$ cat src/rtl/seq_pattern_tx_pkg.sv
// Shared definitions for the serial pattern transmitter.
//
// Contents:
//   state_t        - FSM state encoding (IDLE=00, SHIFT=01, GAP=10)
//   DEF_PAT_W      - default pattern width; also used by the detector bench
//   DEF_CNT_W      - default repeat-count width
//   DEF_GAP        - default idle cycles between repeats
//   max_int        - helper for sizing counters from several parameters
package seq_pattern_tx_pkg;

   typedef enum logic [1:0] {
      S_IDLE  = 2'b00,
      S_SHIFT = 2'b01,
      S_GAP   = 2'b10
   } state_t;

   localparam int DEF_PAT_W = 4;
   localparam int DEF_CNT_W = 4;
   localparam int DEF_GAP   = 1;

   function automatic int max_int(input int a, input int b);
      return (a > b) ? a : b;
   endfunction

endpackage

$ cat src/rtl/seq_pattern_tx_down_cnt.sv
// Loadable down-counter used by the pattern transmitter.
//
// Ports:
//   clk      in   rising-edge clock
//   rst_n    in   asynchronous active-low reset (count cleared to 0)
//   load     in   load load_val this cycle (takes priority over dec)
//   load_val in   value to load, W bits
//   dec      in   decrement by one; holds at 0 instead of wrapping
//   count    out  current count, W bits
//   zero     out  count is 0
module seq_down_cnt
   import seq_pattern_tx_pkg::*;
#(
   parameter int W = 4
) (
   input  logic         clk,
   input  logic         rst_n,
   input  logic         load,
   input  logic [W-1:0] load_val,
   input  logic         dec,
   output logic [W-1:0] count,
   output logic         zero
);

   // Load wins over decrement; a decrement at zero is dropped so the
   // counter never wraps around.
   always_ff @(posedge clk or negedge rst_n) begin
      if (!rst_n) begin
         count <= '0;
      end else if (load) begin
         count <= load_val;
      end else if (dec && (count != '0)) begin
         count <= count - W'(1);
      end
   end

   assign zero = (count == '0);

endmodule

$ cat src/rtl/seq_pattern_tx.sv
// Serial pattern transmitter: drives the single-bit stream x consumed by
// the sequence detector. Captures a PAT_W-bit pattern and a repeat count on
// an accepted start, then shifts the pattern out MSB-first reps times, with
// GAP idle cycles between repeats.
//
// Ports:
//   clk      in   rising-edge clock
//   rst_n    in   asynchronous active-low reset
//   start    in   transfer request, only looked at while idle
//   pattern  in   PAT_W bits to send, MSB first
//   reps     in   number of repeats (0 = no bits, just a done pulse)
//   x        out  serial bit, 0 whenever x_valid is 0
//   x_valid  out  x carries a pattern bit this cycle
//   busy     out  transfer in progress
//   done     out  one-cycle pulse after the last bit
module seq_pattern_tx
   import seq_pattern_tx_pkg::*;
#(
   parameter int PAT_W = DEF_PAT_W,
   parameter int CNT_W = DEF_CNT_W,
   parameter int GAP   = DEF_GAP
) (
   input  logic             clk,
   input  logic             rst_n,
   input  logic             start,
   input  logic [PAT_W-1:0] pattern,
   input  logic [CNT_W-1:0] reps,
   output logic             x,
   output logic             x_valid,
   output logic             busy,
   output logic             done
);

   // The bit counter is reused to time the idle gap, so it is sized for
   // whichever of the two needs more bits.
   localparam int BIT_W = (PAT_W > 1) ? $clog2(PAT_W) : 1;
   localparam int GAP_W = max_int(1, $clog2(GAP + 1));
   localparam int CW    = max_int(BIT_W, GAP_W);

   localparam logic [CW-1:0] BIT_LOAD = CW'(PAT_W - 1);
   localparam logic [CW-1:0] GAP_LOAD = CW'((GAP > 0) ? (GAP - 1) : 0);

   state_t           state_q, state_d;
   logic [PAT_W-1:0] shift_q, shift_d;
   logic [PAT_W-1:0] pat_q, pat_d;
   logic             x_q, x_d;
   logic             valid_q, valid_d;
   logic             busy_q, busy_d;
   logic             done_q, done_d;

   logic             bit_load, bit_dec, bit_zero;
   logic [CW-1:0]    bit_val, bit_count;
   logic             rem_load, rem_dec, rem_zero;
   logic [CNT_W-1:0] rem_count;

   // Bits still to send in the current repeat, or idle cycles left in a gap.
   seq_down_cnt #(.W(CW)) u_bit_cnt (
      .clk      (clk),
      .rst_n    (rst_n),
      .load     (bit_load),
      .load_val (bit_val),
      .dec      (bit_dec),
      .count    (bit_count),
      .zero     (bit_zero)
   );

   // Repeats still to send, including the one in progress.
   seq_down_cnt #(.W(CNT_W)) u_rem_cnt (
      .clk      (clk),
      .rst_n    (rst_n),
      .load     (rem_load),
      .load_val (reps),
      .dec      (rem_dec),
      .count    (rem_count),
      .zero     (rem_zero)
   );

   // All outputs come straight from flops; the combinational block below
   // computes what they must show in the following cycle.
   always_ff @(posedge clk or negedge rst_n) begin
      if (!rst_n) begin
         state_q <= S_IDLE;
         shift_q <= '0;
         pat_q   <= '0;
         x_q     <= 1'b0;
         valid_q <= 1'b0;
         busy_q  <= 1'b0;
         done_q  <= 1'b0;
      end else begin
         state_q <= state_d;
         shift_q <= shift_d;
         pat_q   <= pat_d;
         x_q     <= x_d;
         valid_q <= valid_d;
         busy_q  <= busy_d;
         done_q  <= done_d;
      end
   end

   // Next-state and next-output logic. x_q holds the bit on the wire now;
   // shift_q holds the bits still to come, MSB aligned. Starting a repeat
   // (from IDLE, GAP or back-to-back) therefore puts the pattern MSB on x
   // directly and loads the rest into the shift register.
   always_comb begin
      state_d  = state_q;
      shift_d  = shift_q;
      pat_d    = pat_q;
      x_d      = 1'b0;
      valid_d  = 1'b0;
      busy_d   = 1'b0;
      done_d   = 1'b0;
      bit_load = 1'b0;
      bit_val  = BIT_LOAD;
      bit_dec  = 1'b0;
      rem_load = 1'b0;
      rem_dec  = 1'b0;

      case (state_q)
         S_IDLE: begin
            if (start) begin
               if (reps != '0) begin
                  pat_d    = pattern;
                  shift_d  = pattern << 1;
                  x_d      = pattern[PAT_W-1];
                  valid_d  = 1'b1;
                  busy_d   = 1'b1;
                  bit_load = 1'b1;
                  rem_load = 1'b1;
                  state_d  = S_SHIFT;
               end else begin
                  done_d = 1'b1;
               end
            end
         end

         S_SHIFT: begin
            if (!bit_zero) begin
               x_d     = shift_q[PAT_W-1];
               shift_d = shift_q << 1;
               valid_d = 1'b1;
               busy_d  = 1'b1;
               bit_dec = 1'b1;
            end else begin
               // Last bit of this repeat is on the wire now. rem_zero
               // cannot be set here in normal operation; it only stops a
               // corrupted count from running away.
               rem_dec = 1'b1;
               if ((rem_count == CNT_W'(1)) || rem_zero) begin
                  done_d  = 1'b1;
                  state_d = S_IDLE;
               end else if (GAP == 0) begin
                  shift_d  = pat_q << 1;
                  x_d      = pat_q[PAT_W-1];
                  valid_d  = 1'b1;
                  busy_d   = 1'b1;
                  bit_load = 1'b1;
               end else begin
                  busy_d   = 1'b1;
                  bit_load = 1'b1;
                  bit_val  = GAP_LOAD;
                  state_d  = S_GAP;
               end
            end
         end

         S_GAP: begin
            busy_d = 1'b1;
            if (bit_count == '0) begin
               shift_d  = pat_q << 1;
               x_d      = pat_q[PAT_W-1];
               valid_d  = 1'b1;
               bit_load = 1'b1;
               state_d  = S_SHIFT;
            end else begin
               bit_dec = 1'b1;
            end
         end

         default: begin
            state_d = S_IDLE;
         end
      endcase
   end

   assign x       = x_q;
   assign x_valid = valid_q;
   assign busy    = busy_q;
   assign done    = done_q;

endmodule
$ cat config.mk
export PLATFORM = sky130hd
export DESIGN_NAME = seq_pattern_tx
export DESIGN_NICKNAME = d
export VERILOG_FILES = /design/src/rtl/seq_pattern_tx_pkg.sv /design/src/rtl/seq_pattern_tx_down_cnt.sv /design/src/rtl/seq_pattern_tx.sv
export SDC_FILE = /design/constraint.sdc
export NUM_CORES = 1
export LEC_CHECK = 0
export ABC_CLOCK_PERIOD_IN_PS = 2100
export CAP_MARGIN = 20
export CORE_ASPECT_RATIO = 1.5
export CORE_UTILIZATION = 52
export DETAILED_ROUTE_END_ITERATION = 8
export DONT_BUFFER_PORTS = 1
export PLACE_DENSITY = 0.76
export SLEW_MARGIN = 20
export SYNTH_ARGS = -nofsm -noshare
export SYNTH_HDL_FRONTEND = slang
export SYNTH_SLANG_ARGS = --single-unit
$ cat constraint.sdc
create_clock -name clk -period 2.1 [get_ports clk]
set_input_delay 0.42 -clock clk [delete_from_list [all_inputs] [get_ports clk]]
set_output_delay 0.42 -clock clk [all_outputs]
set_load 0.01 [all_outputs]
==> flow_summary_export.csv <==
group,metric,value,unit
sta,rsz_0062_raised_after_global_routing,"no",
setup_path,timing.critical_path.slowest_cell_delay,0.54,ns
layout,layout_commonest_cell,"dfrtp_1",
routing,antenna_violation_net_count_after_detailed_routing,0,
setup_path,worst-path-max-fanout,10,
layout,final_cells,136,
sta,finalClockSkew,0.00921,ns
setup_path,crit-reg2reg-launch,"state_q[1]$_DFFE_PN0P_",
place,place_hpwl,1490,µm
pwr,vdd_ir_drop_max,0.410,mV
synthesis,ffs_w_async_s_r_synth,1.00,
synthesis,mappedNetlistArea,1070,µm²
status,result_of_the_run,"completed",
setup_path,worst_r2r_endpoint,"x$_DFF_PN0_",
die,design.core.area,1880,µm²
place,place.port_buffers,0,
routing,firstDrtPassIters,4,
synthesis,count_of_mapped_cells_out_of_synthesis,112,
pwr,fraction_of_power_spent_switching_nets,0.230,
hold_path,hold_depth,2,
pwr,power_frac_comb,0.018,
setup_path,end_kind,"register",
synthesis,post_synth.cell_area_avg,9.57,µm²
layout,fill_cells,165,
sta,hold_violations_final,0,
setup_path,ff2ff_setup_slack,0.25,ns
global_routing,grt_first_pass_wirelength,3370,µm
place,dpl.cell_count,131,
pwr,total_switching_power,0.131,mW
setup_path,rr_worst_depth,6,
routing,drt_iter0_drc,13,
sta,period_needed,1.85,ns
die,rows,19,
routing,post-route-drc-count,0,
pwr,seq_power_share,0.641,
clock_network,cts_tree,"built",
pwr,p_clk_frac,0.342,
layout,drive_gt1_frac,0.0783,
clock_network,cts.clk_slew.worst_paths,0.12,ns
pwr,total_power_divided_by_cell_area,506,nW/µm²
run,maxCapViolCount,0,
synthesis,yosysSeqAreaShare,0.443,
routing,route.detailed.wl_per_inst,14.9,µm
global_routing,grt_overflow_total,0,
clock_network,hold_fix_buffers_cts,1,
setup_path,setup.worst_path.class,"register to register",
clock_network,cts_root_buffer,"clkbuf_4",
layout,areaGrowthSynthToFinish,5.13,%
layout,design.final.nets,136,
sta,max_slew.worst_pin.slew,0.864,ns
clock_network,cts_inserted_buffers,3,
hold_path,min_delay_worst_endpoint,"pat_q[1]$_DFFE_PN0P_",
layout,ant_diodes,0,
synthesis,synth_edf_count,0,
hold_path,min_from,"pattern[1]",
global_routing,largest_net_degree_at_the_start_of_global_routing,20,
clock_network,setup_bufs_post_cts,0,
die,initial_cell_density_of_the_core,0.571,
layout,layout_common_cells,"dfrtp_1 (19), nand2_1 (15), a21oi_1 (12), inv_1 (9), ha_1 (9)",
hold_path,worstHoldPathType,"primary input to register",
clock_network,clock-sinks,19,
die,pin_count,15,
synthesis,synth.ff_latch_count,19,
pwr,p_int,0.440,mW
setup_path,timing.critical_path.slowest_stage_cell,"nor2b_1",
routing,drt_wl_total,2030,µm
die,die_x,39.1,µm
pwr,p_leak,0.559,nW
die,dieArea,2250,µm²
clock_network,clk-insertion-delay-late,0.32,ns
routing,vias_per_cell,5.90,
setup_path,cp_cell_sequence,"inv_1 -> ha_1 -> nand2_1 -> nor2b_1 -> nand2_1 -> a21oi_1",
setup_path,critical_path_start_type,"register",
sta,hold-worst-slack,0.209,ns
sta,fin_setup_tns,0,ns
synthesis,post_synth_num_cell_types,30,
synthesis,yosys_warnings,0,
setup_path,worst-endpoint-arrival,2.09,ns
setup_path,cp_common_cell,"nand2_1",
setup_path,cp_data_required_time,2.35,ns
synthesis,syn_nets,132,
sta,layout_worst_path_cycle_share,0.880,
global_routing,number_of_antenna_violations_at_the_first_check_in_global_routing,0,
sta,maxClockFrequency,0.541,GHz
die,die-height,57.6,µm
global_routing,grt_pass1_vias,797,
sta,number_of_failing_setup_endpoints_in_the_final_timing_report,0,
synthesis,synth-main-ff-cell,"dfrtp_1",
clock_network,ctsResizeCount,0,
global_routing,grt_usage,0.217,
clock_network,cts_buffer_depth,2,
sta,max-slew-margin-rel,0.422,
sta,finalMaxSlewViolations,0,
routing,num_vias,802,
clock_network,cts_htree_levels,1,
place,gp_congestion,0.802,
synthesized netlist by cell type, types with 2 or more instances:
library cell | number | area [µm²]
xnor2_1 | 3 | 26.3
ha_1 | 9 | 113
nand3_1 | 3 | 15.0
a21oi_1 | 12 | 60.1
a211oi_1 | 2 | 15.0
nand2_1 | 15 | 56.3
nor2b_1 | 2 | 12.5
mux2_4 | 3 | 45.0
a22oi_1 | 2 | 15.0
a31oi_1 | 2 | 12.5
and3_1 | 2 | 12.5
nor2_1 | 7 | 26.3
dfrtp_1 | 19 | 475
inv_1 | 9 | 33.8
o21ai_0 | 6 | 30.0
a21o_1 | 2 | 15.0
layer usage:
layer / global-route usage / routed length (µm) / vias to the layer above
met2: 0.376 / 1090 / 20
met1: 0.248 / 825 / 385
met4: 0.118 / 48 / 0
met3: 0.0230 / 60 / 5
li1: - / - / 392
met5: 0 / 0 / -
registers in the layout, indices dropped and copies added, names as in the netlist:
name / cells
done: 1
u_rem_cnt.count: 4
state_q: 2
x: 1
pat_q: 4
busy: 1
x_valid: 1
shift_q: 3
u_bit_cnt.count: 2
layout make-up:
type,count,area (µm²),area share
Tap cell,21,26.3,0.0233
Timing Repair Buffer,1,10.0,0.00888
Clock buffer,3,22.5,0.0200
Inverter,9,33.8,0.0300
Multi-Input combinational cell,82,554,0.492
Sequential cell,19,475,0.422
Clock inverter,1,5.00,0.00444
power by group through the flow:
| stage | Sequential [mW] | Clock, mW | Combinational (mW) |
|---|---|---|---|
| detailed placement | 0.373 | 0 | 0.00201 |
| global placement | 0.373 | 0 | 0.00200 |
| floorplan | 0.373 | 0 | 0.00185 |
| global route | 0.366 | 0.209 | 0.0124 |
| finish | 0.366 | 0.195 | 0.0102 |
| CTS | 0.366 | 0.198 | 0.0106 |
per-stage QoR:
step | instance area, µm² | utilization | power [mW] | worst slack, ns
finish | 1130 | 0.600 | 0.571 | 0.251
global route | 1130 | 0.600 | 0.587 | 0.0581
CTS | 1130 | 0.600 | 0.574 | 0.235
detailed placement | 1090 | 0.580 | 0.375 | 0.262
global placement | 1090 | 0.580 | 0.375 | 0.287
floorplan | 1070 | - | 0.375 | 0.341
worst max path at each step:
stage | from | to | slack, ns
6_report | state_q[1]$_DFFE_PN0P_ | x$_DFF_PN0_ | 0.25
5_1_grt | state_q[1]$_DFFE_PN0P_ | x$_DFF_PN0_ | 0.06
4_1_cts | state_q[0]$_DFFE_PN0P_ | x$_DFF_PN0_ | 0.24
3_5_place_dp | state_q[0]$_DFFE_PN0P_ | x$_DFF_PN0_ | 0.26
2_1_floorplan | reps[1] | shift_q[1]$_DFFE_PN0P_ | 0.34
3_3_place_gp | state_q[0]$_DFFE_PN0P_ | x$_DFF_PN0_ | 0.29
critical path, delay by kind of cell (launching register included):
family	cells	cell delay (ns)
adders and majority gates	1	0.25
AOI/OAI and AO/OA	1	0.18
buffers and inverters	1	0.11
and+or+nand+nor	3	0.79
DFF	1	0.46
cell families after synthesis:
kind of cell | count (synthesis) | share of synthesized area
compound gates | 31 | 0.177
buf+inv | 11 | 0.0397
mux | 4 | 0.0513
fa+ha+maj | 9 | 0.105
xor+xnor | 3 | 0.0245
flops | 19 | 0.443
simple gates | 35 | 0.159
No activity file was read; power rests on OpenSTA's default activity.
